### src/rtl/serial_byte_collector_pkg.sv
// Shared types and constants for the serial byte collector.
// State encoding, default byte width and counter width helper.
package sbc_pkg;

    localparam int SBC_WIDTH = 8;

    typedef enum logic {
        SBC_IDLE  = 1'b0,
        SBC_SHIFT = 1'b1
    } sbc_state_e;

    // ceil(log2(w)), never below one bit
    function automatic int sbc_cnt_w(input int w);
        return (w <= 2) ? 1 : $clog2(w);
    endfunction

endpackage

### src/rtl/serial_byte_collector_dff_en.sv
// Single-bit D flip-flop with synchronous active-high reset
// and load enable.
module dff_en (
    input  logic clk,
    input  logic rst,
    input  logic en,
    input  logic d,
    output logic q
);

    always_ff @(posedge clk) begin
        if (rst)
            q <= 1'b0;
        else if (en)
            q <= d;
    end

endmodule

### src/rtl/serial_byte_collector.sv
// Serial-to-parallel byte collector: shifts in framed bits and
// publishes only completed bytes on dout with a valid pulse.
module serial_byte_collector
    import sbc_pkg::*;
#(
    parameter int WIDTH     = SBC_WIDTH,
    parameter bit MSB_FIRST = 1'b1,
    localparam int CW       = sbc_cnt_w(WIDTH)
) (
    input  logic            clk,
    input  logic            rst,
    input  logic            sin,
    input  logic            sin_en,
    input  logic            frame,
    output logic [0:WIDTH-1] dout,
    output logic            dout_valid,
    output logic            busy,
    output logic            frame_err,
    output logic [CW-1:0]   bit_cnt
);

    localparam logic [CW-1:0] LAST = CW'(WIDTH - 1);

    sbc_state_e state, state_n;

    logic [CW-1:0]    cnt_n;
    logic             acc;
    logic             sh_en;
    logic             sh_clr;
    logic             done;
    logic             err;
    logic [0:WIDTH-1] sh_q;
    logic [0:WIDTH-1] sh_nxt;
    logic [0:WIDTH-1] sh_d;

    assign acc = frame & sin_en;

    // Index 0 is the MSB; MSB_FIRST pushes bits in from the right
    generate
        if (MSB_FIRST) begin : g_msb
            assign sh_nxt = {sh_q[1:WIDTH-1], sin};
        end else begin : g_lsb
            assign sh_nxt = {sin, sh_q[0:WIDTH-2]};
        end
    endgenerate

    assign sh_d = sh_clr ? '0 : sh_nxt;

    always_comb begin
        state_n = state;
        cnt_n   = bit_cnt;
        sh_en   = 1'b0;
        sh_clr  = 1'b0;
        done    = 1'b0;
        err     = 1'b0;
        unique case (state)
            SBC_IDLE: begin
                if (acc) begin
                    sh_en   = 1'b1;
                    cnt_n   = CW'(1);
                    state_n = SBC_SHIFT;
                end
            end
            SBC_SHIFT: begin
                if (!frame) begin
                    state_n = SBC_IDLE;
                    if (bit_cnt != '0) begin
                        err    = 1'b1;
                        sh_clr = 1'b1;
                        cnt_n  = '0;
                    end
                end else if (sin_en) begin
                    sh_en = 1'b1;
                    if (bit_cnt == LAST) begin
                        done  = 1'b1;
                        cnt_n = '0;
                    end else begin
                        cnt_n = bit_cnt + CW'(1);
                    end
                end
            end
            default: state_n = SBC_IDLE;
        endcase
    end

    always_ff @(posedge clk) begin
        if (rst) begin
            state      <= SBC_IDLE;
            bit_cnt    <= '0;
            dout_valid <= 1'b0;
            frame_err  <= 1'b0;
            busy       <= 1'b0;
        end else begin
            state      <= state_n;
            bit_cnt    <= cnt_n;
            dout_valid <= done;
            frame_err  <= err;
            busy       <= (state_n == SBC_SHIFT) && (cnt_n != '0);
        end
    end

    // dout takes the word including the bit accepted this edge
    generate
        for (genvar i = 0; i < WIDTH; i++) begin : g_bit
            dff_en u_sh (
                .clk (clk),
                .rst (rst),
                .en  (sh_en | sh_clr),
                .d   (sh_d[i]),
                .q   (sh_q[i])
            );
            dff_en u_do (
                .clk (clk),
                .rst (rst),
                .en  (done),
                .d   (sh_nxt[i]),
                .q   (dout[i])
            );
        end
    endgenerate

endmodule

### config.mk
export PLATFORM = sky130hd
export DESIGN_NAME = serial_byte_collector
export DESIGN_NICKNAME = d
export VERILOG_FILES = /design/src/rtl/serial_byte_collector_pkg.sv /design/src/rtl/serial_byte_collector_dff_en.sv /design/src/rtl/serial_byte_collector.sv
export SDC_FILE = /design/constraint.sdc
export NUM_CORES = 1
export LEC_CHECK = 0
export ABC_AREA = 1
export CAP_MARGIN = 5
export CORE_MARGIN = 10
export CORE_UTILIZATION = 49
export CTS_CLUSTER_SIZE = 20
export DETAILED_ROUTE_END_ITERATION = 6
export HOLD_SLACK_MARGIN = 0.03
export PLACE_DENSITY_LB_ADDON = 0.3
export SLEW_MARGIN = 20
export SYNTH_ARGS = -nofsm -noshare
export SYNTH_HDL_FRONTEND = slang
export SYNTH_SLANG_ARGS = --single-unit
### constraint.sdc
create_clock -name clk -period 1.75 [get_ports clk]
set_input_delay 0.4375 -clock clk [delete_from_list [all_inputs] [get_ports clk]]
set_output_delay 0.4375 -clock clk [all_outputs]
set_load 0.03 [all_outputs]
==> results of run 1 <==
-- metrics by stage --
step | hold slack [ns] | utilization | area [um^2] | std cells
2_1_floorplan | 0.4439 | - | 937.1 | 124
3_3_place_gp | 0.4633 | 0.6319 | 1115 | 163
3_5_place_dp | 0.4615 | 0.6319 | 1115 | 163
4_1_cts | 0.4792 | 0.6532 | 1152 | 167
5_1_grt | 0.5167 | 0.6560 | 1157 | 167
6_report | 0.4840 | 0.6560 | 1157 | 167
-- metal layers --
| layer | track usage | up-vias | wire [um] |
|---|---|---|---|
| li1 | - | 421 | - |
| met1 | 0.1311 | 382 | 925 |
| met2 | 0.1595 | 44 | 961 |
| met3 | 0.04530 | 6 | 210 |
| met4 | 0.05464 | 0 | 34 |
| met5 | 0 | - | 0 |
-- how the worst max path moves through the flow --
stage / start / endpoint / slack (ns) / cells after the start
final: bit_cnt[0] / bit_cnt[0] / 0.15 / 1
after global routing: bit_cnt[0] / bit_cnt[0] / 0.1 / 1
after CTS: dout_valid / dout_valid / 0.007 / 1
after detailed placement: frame / g_bit[7].u_do.q / -0.03 / 6
after global placement: frame / g_bit[1].u_do.q / 0.03 / 6
after floorplan: bit_cnt[0] / busy / 0.29 / 8
-- placed cells by master (no fill, tap or decap), drive strengths merged --
cell type       n
nand4           1
ha              3
nand3           5
clkbuf          3
dfxtp          22
dlymetal6s2s    2
nand2          30
inv             9
o21ai           8
a21oi          10
nor3            1
dlygate4sd2    12
buf             5
clkdlybuf4s50   4
bufinv          1
nor2           26
-- area by class of cell --
type                       instances  area (um^2)
inverter                           9        33.78
multi-input combinational         84        391.6
timing repair buffer              23        207.7
tap                               25        31.28
clock buffer                       3        22.52
fill                             173        606.8
sequential                        22        440.4
clock inverter                     1        30.03
-- cells by family (layout without fill, tap and decap cells) --
family | Yosys count | after routing | share of synthesized area
adders and majority gates | 3 | 3 | 0.04006
and+or+nand+nor | 63 | 63 | 0.2817
buffers and inverters | 18 | 36 | 0.1121
DFF | 22 | 22 | 0.4700
AOI/OAI and AO/OA | 18 | 18 | 0.09613
-- sequential cells by signal (all words and copies together) (netlist names) --
register      flops
g_bit.u_do.q      8
g_bit.u_sh.q      7
bit_cnt           3
busy              1
dout_valid        1
frame_err         1
state             1
-- power by group through the flow --
stage / sequential (uW) / clock (uW) / combinational (uW)
3_5_place_dp: 526 / 0 / 83.0
3_3_place_gp: 526 / 0 / 81.9
6_report: 515 / 383 / 81.8
4_1_cts: 515 / 388 / 81.6
5_1_grt: 516 / 409 / 90.3
2_1_floorplan: 533 / 0 / 40.3
==> impl_metrics.tcl, run 1 <==
set metrics [dict create \
    nets 151 \
    fin_crit_ns 1.600 \
    synth_edf_count 0 \
    rsz0062_at_grt "no" \
    cts.sinks 22 \
    critical_path_class "reg2out" \
    cp.required_ns 1.31 \
    cp.buffers_inverters 1 \
    worstHoldStart "g_bit[1].u_sh.q" \
    max_freq_mhz 624.9 \
    power.total_uw 980.1 \
    yosys_warnings 0 \
    tightest_slew_ns 0.3221 \
    start_util 0.5312 \
    synth_area_leader_cell "dfxtp_1" \
    wl_um 2132 \
    netlist_area_um2 937.1 \
    cap_violations 0 \
    die_h_um 63.73 \
    outcome "complete, no violations" \
    grt_pass1_vias 788 \
    slowest_delay_ns 0.43 \
    ys.flop_type "dfxtp_1" \
    die_w_um 63.73 \
    core_mm2 0.001764 \
    endpoint_kind "output pin" \
    min_period_over_period 0.9145 \
    antenna_cells 0 \
    worst-r2r-cell-count 8 \
    synth-async-reset-ratio 0 \
    insertion_delay_ns 0.31 \
    clock-root-buffer "clkbuf_4" \
    cts_tree "done" \
    ios 19 \
    crit_fanout 5 \
    p_int_uw 771.0 \
    swShare 0.2133 \
    fin_skew_ns 0.007012 \
    reg2reg_slack_ns 0.30 \
    worstReg2RegStart "bit_cnt[0]" \
    ant_nets 0 \
    r2r-end "busy" \
    firstDrtPassIters 5 \
    layout_setup_ws_ns 0.1496 \
    avgViaCountPerCell 5.108 \
    yosysMostFrequentCell "nand2_1" \
    yosys-top-cells-area "dfxtp_1 (47%), nand2_1 (12%), nor2_1 (9.6%)" \
    p_comb_frac 0.083 \
    clkSlewWorstSetupHoldPaths_ns 0.12 \
    port_buffers 18 \
    postCtsResizedCells 12 \
    p_seq_frac 0.525 \
    slew_headroom 0.7849 \
    avgSynthCellArea_um2 7.558 \
    tns_ns 0 \
    ys_seq_area_frac 0.4700 \
    wl_per_cell_um 12.77 \
    rows 15 \
    gp_congestion 0.8358 \
    grt_pass1_wl_um 3643 \
    hpwlAfterDp_um 1593 \
    dr_total_vias 853 \
    place_ws_ns -0.03438 \
    h-tree-depth 1 \
    area_growth_pct 23.50 \
    holdPathStages 2 \
    ys_seq_elements 22 \
    hold_violations 0 \
    cp_top_family "flip-flops" \
    path_cells "dlygate4sd2_1" \
    clkPwrFrac 0.391 \
    pwr_density_cell_mw_per_mm2 846.8 \
    peakVddDrop_uv 786.7 \
    setup_viol 0 \
    yosys.cell_types.count 17 \
    hold_path.class "reg2reg" \
    postCtsSetupBuffers 0 \
    critPathArrivalTime_ns 1.16 \
    timing.final.max_slew_violations 0 \
    track_usage 0.1080 \
    p_switching_uw 209.1 \
    drt_iter0_markers 47 \
    synth_common_cells "nand2_1 (29), nor2_1 (24), dfxtp_1 (22)" \
    syn-num-nets 132 \
    grt_overflow 0 \
    antenna_found_initial 0 \
    hold_buffers 0 \
    cp_slowest_cell "dfxtp_1" \
    numCtsBuffers 3 \
    p_leak_uw 0.0006013 \
    cts_buffer_depth 2 \
    fp.dieArea_mm2 0.004062 \
    drc 0 \
    syn-instance-count 124 \
    synth_top_area_frac 0.4700 \
    worst_setup_path_start_kind "flop" \
    hold_end "g_bit[1].u_sh.q" \
    drive_above_1_share 0.09859 \
    grt_max_degree 14 \
]
Power figures use the tool's default switching activity.
==> run 2, diff against run 1 <==
--- a/config.mk
+++ b/config.mk
@@ -12,7 +12,7 @@
 export CTS_CLUSTER_SIZE = 20
 export DETAILED_ROUTE_END_ITERATION = 6
 export HOLD_SLACK_MARGIN = 0.03
-export PLACE_DENSITY_LB_ADDON = 0.3
+export PLACE_DENSITY_LB_ADDON = 0.2
 export SLEW_MARGIN = 20
 export SYNTH_ARGS = -nofsm -noshare
 export SYNTH_HDL_FRONTEND = slang
==> run 2 against run 1 <==
Wire length is 6.5% lower. Clock-buffer cell count stayed put. Non-clock buffer count stayed put. Sequential power hardly changed. Flip-flop and latch count stayed put. Combinational power is 2% lower. Via count is 6.6% lower. Worst setup slack better by 0.0021 ns. Final area is 0.32% lower. Power is 0.44% higher. Largest power group unchanged. Highest routed layer unchanged. Utilization is 0.21 points lower. Largest cell class unchanged.
==> impl_metrics.tcl, run 2 (synthesis gave the netlist of run 1 again) <==
set metrics [dict create \
    place_area_mm2 0.001115 \
    largest_register_ffs 8 \
    min_period_over_period 0.9133 \
    path_depth 1 \
    reg_top3 "g_bit.u_do.q (8), g_bit.u_sh.q (7), bit_cnt (3)" \
    grt_overflow 0 \
    numCtsBuffers 3 \
    worstReg2RegStart "bit_cnt[0]" \
    core_mm2 0.001764 \
    tightest_slew_ns 0.3213 \
    endpoint "bit_cnt[0]" \
    grt_max_degree 14 \
    cp_top_family "flip-flops" \
    final_common_cell "nand2_1" \
    rsz0062_at_grt "no" \
    h-tree-depth 1 \
    hold_violations 0 \
    cp.required_ns 1.31 \
    crit_fanout 5 \
    clkSlewWorstSetupHoldPaths_ns 0.13 \
    fin_crit_ns 1.598 \
    fp.dieArea_mm2 0.004062 \
    start_util 0.5312 \
    grt_pass1_wl_um 3374 \
    worst-r2r-cell-count 8 \
    fin_skew_ns 0.007307 \
    gp_congestion 0.8248 \
    antenna_found_initial 0 \
    drt_iter0_markers 42 \
    worst_setup_path_start_kind "flop" \
    pwr_density_cell_mw_per_mm2 853.3 \
    cts_tree "done" \
    place_ws_ns 0.01958 \
    setup_viol 0 \
    grt_pass1_vias 736 \
    avgViaCountPerCell 4.772 \
    mostFrequentLayoutCells "nand2_1 (29), nor2_1 (24), dfxtp_1 (22), dlygate4sd2_1 (13), a21oi_1 (10)" \
    multiInputGateArea_um2 391.6 \
    wl_per_cell_um 11.93 \
    cp-startpoint "bit_cnt[0]" \
    hold_path.class "reg2reg" \
    path_cells "dlygate4sd2_1" \
    postCtsSetupBuffers 0 \
    firstDrtPassIters 4 \
    ios 19 \
    critPathArrivalTime_ns 1.16 \
    stdcell_area_mm2 0.001154 \
    hpwlAfterDp_um 1485 \
    rows 15 \
    outcome "complete, no violations" \
    endpoint_kind "output pin" \
    track_usage 0.1011 \
    nets 151 \
    top_register "g_bit.u_do.q" \
    drive_above_1_share 0.09859 \
    die_h_um 63.73 \
    drc 0 \
    area_growth_pct 23.10 \
    ant_nets 0 \
    cts_buffer_depth 2 \
    clock-root-buffer "clkbuf_4" \
    antenna_cells 0 \
    insertion_delay_ns 0.31 \
    cts.sinks 22 \
    slowest_delay_ns 0.43 \
    n_fill_cell 164 \
    layout_setup_ws_ns 0.1517 \
    tns_ns 0 \
    slew_headroom 0.7855 \
    port_buffers 18 \
    die_w_um 63.73 \
    wl_um 1993 \
    critical_path_class "reg2out" \
    cap_violations 0 \
    final_util 0.6539 \
    peakVddDrop_uv 560.4 \
    max_freq_mhz 625.7 \
    reg2reg_slack_ns 0.32 \
    cp.buffers_inverters 1 \
    p_leak_uw 0.0005874 \
    dr_total_vias 797 \
    r2r-end "busy" \
    timing.final.max_slew_violations 0 \
    seq_area_um2 440.4 \
    cp_slowest_cell "dfxtp_1" \
]
run 2: changes by cell type in the layout (fill, tap and decap cells not counted), sizes merged:
cell	previous run	this run
dlygate4sd2	12	13
dlymetal6s2s	2	1
run 2: worst register-to-register path: stages, from the launching register on:
cell,delay [ns]
dfxtp_1,0.37
ha_1,0.21
ha_1,0.29
nand4_1,0.09
nand2_1,0.07
nand2_1,0.11
nand2_1,0.06
nor2_1,0.10
nor2_1,0.04
run 2: through the flow:
stage / std cells / hold WS [ns] / total power, uW
after floorplan: 124 / 0.4439 / 573.1
after global placement: 163 / 0.4700 / 607.3
after detailed placement: 163 / 0.4642 / 607.8
after CTS: 167 / 0.4839 / 984.9
after global routing: 167 / 0.5025 / 1022
final: 167 / 0.4880 / 984.3
run 2: layer usage:
metal	share of wire	up-vias	GRT usage
met5	0	-	0
met4	0.012	0	0.04098
met3	0.096	4	0.03310
met2	0.44	27	0.1495
met1	0.45	347	0.1316
li1	-	419	-
run 2: timing repair:
action	CTS	global route
hold buffers	0	0
gates cloned	0	0
setup endpoints to repair	13	1
gates resized for setup	13	1
pin swaps	0	0
run 2: how the worst min path moves through the flow:
stage | start | depth (start not counted) | slack (ns) | endpoint
6_report | g_bit[1].u_sh.q | 2 | 0.49 | g_bit[1].u_sh.q
3_3_place_gp | g_bit[1].u_sh.q | 2 | 0.47 | g_bit[1].u_sh.q
5_1_grt | g_bit[1].u_sh.q | 2 | 0.50 | g_bit[1].u_sh.q
2_1_floorplan | g_bit[1].u_sh.q | 2 | 0.44 | g_bit[1].u_sh.q
4_1_cts | g_bit[1].u_sh.q | 2 | 0.48 | g_bit[1].u_sh.q
3_5_place_dp | g_bit[1].u_sh.q | 2 | 0.46 | g_bit[1].u_sh.q
run 2: area by class of cell:
cell class | count | share of cell area
Sequential cell | 22 | 0.3818
Multi-Input combinational cell | 84 | 0.3395
Timing Repair Buffer | 23 | 0.1768
Inverter | 9 | 0.02928
Tap cell | 25 | 0.02711
Clock inverter | 1 | 0.02603
Clock buffer | 3 | 0.01952
run 2: power breakdown:
group	switching, uW	internal (uW)	total (uW)
clock network	158	232	389
registers	7.29	508	515
logic	48.3	31.6	79.9
==> run 3, diff against run 2 <==
--- a/config.mk
+++ b/config.mk
@@ -7,8 +7,10 @@
 export LEC_CHECK = 0
 export ABC_AREA = 1
 export CAP_MARGIN = 5
+export CORE_ASPECT_RATIO = 0.8
 export CORE_MARGIN = 10
-export CORE_UTILIZATION = 49
+export CORE_UTILIZATION = 52
+export CTS_BUF_LIST = sky130_fd_sc_hd__clkbuf_4
 export CTS_CLUSTER_SIZE = 20
 export DETAILED_ROUTE_END_ITERATION = 6
 export HOLD_SLACK_MARGIN = 0.03
==> run 3 against run 2 <==
Worst setup slack worse by 0.11 ns. First-iteration DRC count is 24% lower. Die area is 3.7% lower. Utilization is 2.9 points higher. Critical path depth stayed put. Fmax is 6.6% lower. Sequential power hardly changed. Clock skew hardly changed. Non-clock buffer count is 1 higher. Flip-flop and latch count stayed put. Sequential share of layout area is 0.72 points higher. Final area is 1.8% lower. Critical endpoint is now frame_err. Highest routed layer unchanged.
==> impl_metrics.tcl, run 3 (synthesis gave the netlist of run 1 again) <==
set metrics [dict create \
    outcome "complete, no violations" \
    setup_viol 0 \
    cts_tree "done" \
    cap_violations 0 \
    nets 152 \
    rsz0062_at_grt "no" \
    hpwlAfterDp_um 1508 \
    area_growth_pct 20.83 \
    grt_pass1_wl_um 3208 \
    worst_hold_slack_ns 0.4732 \
    fin_skew_ns 0.007619 \
    top_register "g_bit.u_do.q" \
    wl_per_cell_um 11.61 \
    tns_ns 0 \
    clkSlewWorstSetupHoldPaths_ns 0.11 \
    mostFrequentLayoutCells "nand2_1 (29), nor2_1 (24), dfxtp_1 (22), dlygate4sd2_1 (12), a21oi_1 (10)" \
    slowest_delay_ns 0.66 \
    ios 19 \
    ant_nets 0 \
    insertion_delay_ns 0.30 \
    reg2reg_slack_ns 0.30 \
    worst_setup_path_start_kind "flop" \
    hold_violations 0 \
    p_leak_uw 0.0005747 \
    cp.required_ns 1.31 \
    critPathArrivalTime_ns 1.27 \
    crit_fanout 1 \
    core_mm2 0.001659 \
    clock-root-buffer "clkbuf_4" \
    drt_iter0_markers 32 \
    cts.sinks 22 \
    gr-usage-met3 0.05950 \
    largest_register_ffs 8 \
    holdPathStages 2 \
    antenna_cells 0 \
    cts_buffer_depth 2 \
    gp_congestion 0.8977 \
    firstDrtPassIters 4 \
    seq_area_um2 440.4 \
    final_common_cell "nand2_1" \
    grt_pass1_vias 738 \
    track_usage 0.1036 \
    numCtsBuffers 3 \
    dr_total_vias 816 \
    tightest_slew_ns 0.3189 \
    postCtsSetupBuffers 0 \
    antenna_found_initial 0 \
    postCtsResizedCells 12 \
    cp_slowest_cell "clkdlybuf4s50_1" \
    pwr_density_cell_mw_per_mm2 725.6 \
    r2r-end "busy" \
    multiInputGateArea_um2 391.6 \
    die_w_um 67.47 \
    endpoint_kind "output pin" \
    timing.final.max_slew_violations 0 \
    min_period_over_period 0.9781 \
    hold_buffers 0 \
    reg_top3 "g_bit.u_do.q (8), g_bit.u_sh.q (7), bit_cnt (3)" \
    slew_headroom 0.7871 \
    grt_overflow 0 \
    grt_use_met2 0.1660 \
    drive_above_1_share 0.09790 \
    start_util 0.5649 \
    hold_end "g_bit[1].u_sh.q" \
    max_freq_mhz 584.2 \
    critical_path_class "reg2out" \
    n_fill_cell 154 \
    place_area_mm2 0.001119 \
    peakVddDrop_uv 480.9 \
    fin_crit_ns 1.712 \
    rows 13 \
    stdcell_area_mm2 0.001132 \
    grt_max_degree 13 \
    wl_um 1915 \
    hold_path.class "reg2reg" \
    worstHoldStart "g_bit[1].u_sh.q" \
    top_usage_layer "met2" \
    final_util 0.6825 \
    cp_top_family "buffers and inverters" \
    h-tree-depth 1 \
    drc 0 \
    cp.buffers_inverters 1 \
    avgViaCountPerCell 4.945 \
    use_met1 0.1214 \
    power.total_uw 821.6 \
    die_h_um 57.97 \
    fp.dieArea_mm2 0.003911 \
    worst-r2r-cell-count 9 \
    port_buffers 18 \
    worstReg2RegStart "bit_cnt[0]" \
    path_cells "clkdlybuf4s50_1" \
]
==> run 3: cell count changes in the layout (fill, tap and decap cells not counted) <==
cell             change
dlygate4sd2_1        -1
buf_4                +1
bufinv_16            -1
clkdlybuf4s50_1      +1
clkinv_1             +1
==> run 3: routing by layer <==
metal  part of all wire  wire, um
met1               0.45       868
met3              0.095       181
met2               0.44       852
met4             0.0057        11
met5                  0         0
==> run 3: how the worst max path moves through the flow <==
stage | endpoint | start | depth (start not counted)
2_1_floorplan | busy | bit_cnt[0] | 8
3_3_place_gp | g_bit[7].u_do.q | frame | 6
3_5_place_dp | g_bit[7].u_do.q | frame | 6
4_1_cts | frame_err | frame_err | 1
5_1_grt | frame_err | frame_err | 1
6_report | frame_err | frame_err | 1
==> run 3: through the flow <==
step                      worst slack, ns  std cells
after global placement            0.03598        161
after floorplan                    0.2915        124
after CTS                         0.02380        165
after global routing             0.004039        165
after detailed placement          0.01219        161
final                             0.03832        165
==> run 3: final cells by class <==
type	instances	area share
Clock buffer	3	0.01989
Clock inverter	1	0.003315
Inverter	9	0.02983
Multi-Input combinational cell	84	0.3459
Sequential cell	22	0.3889
Tap cell	22	0.02431
Timing Repair Buffer	24	0.1878
==> run 3: power by group <==
group	internal, uW	switching [uW]	leakage (uW)
combinational	32.9	48.5	0.000381
clock	83.2	142	0.0000154
sequential	508	7.64	0.000178
total	624	198	0.000575
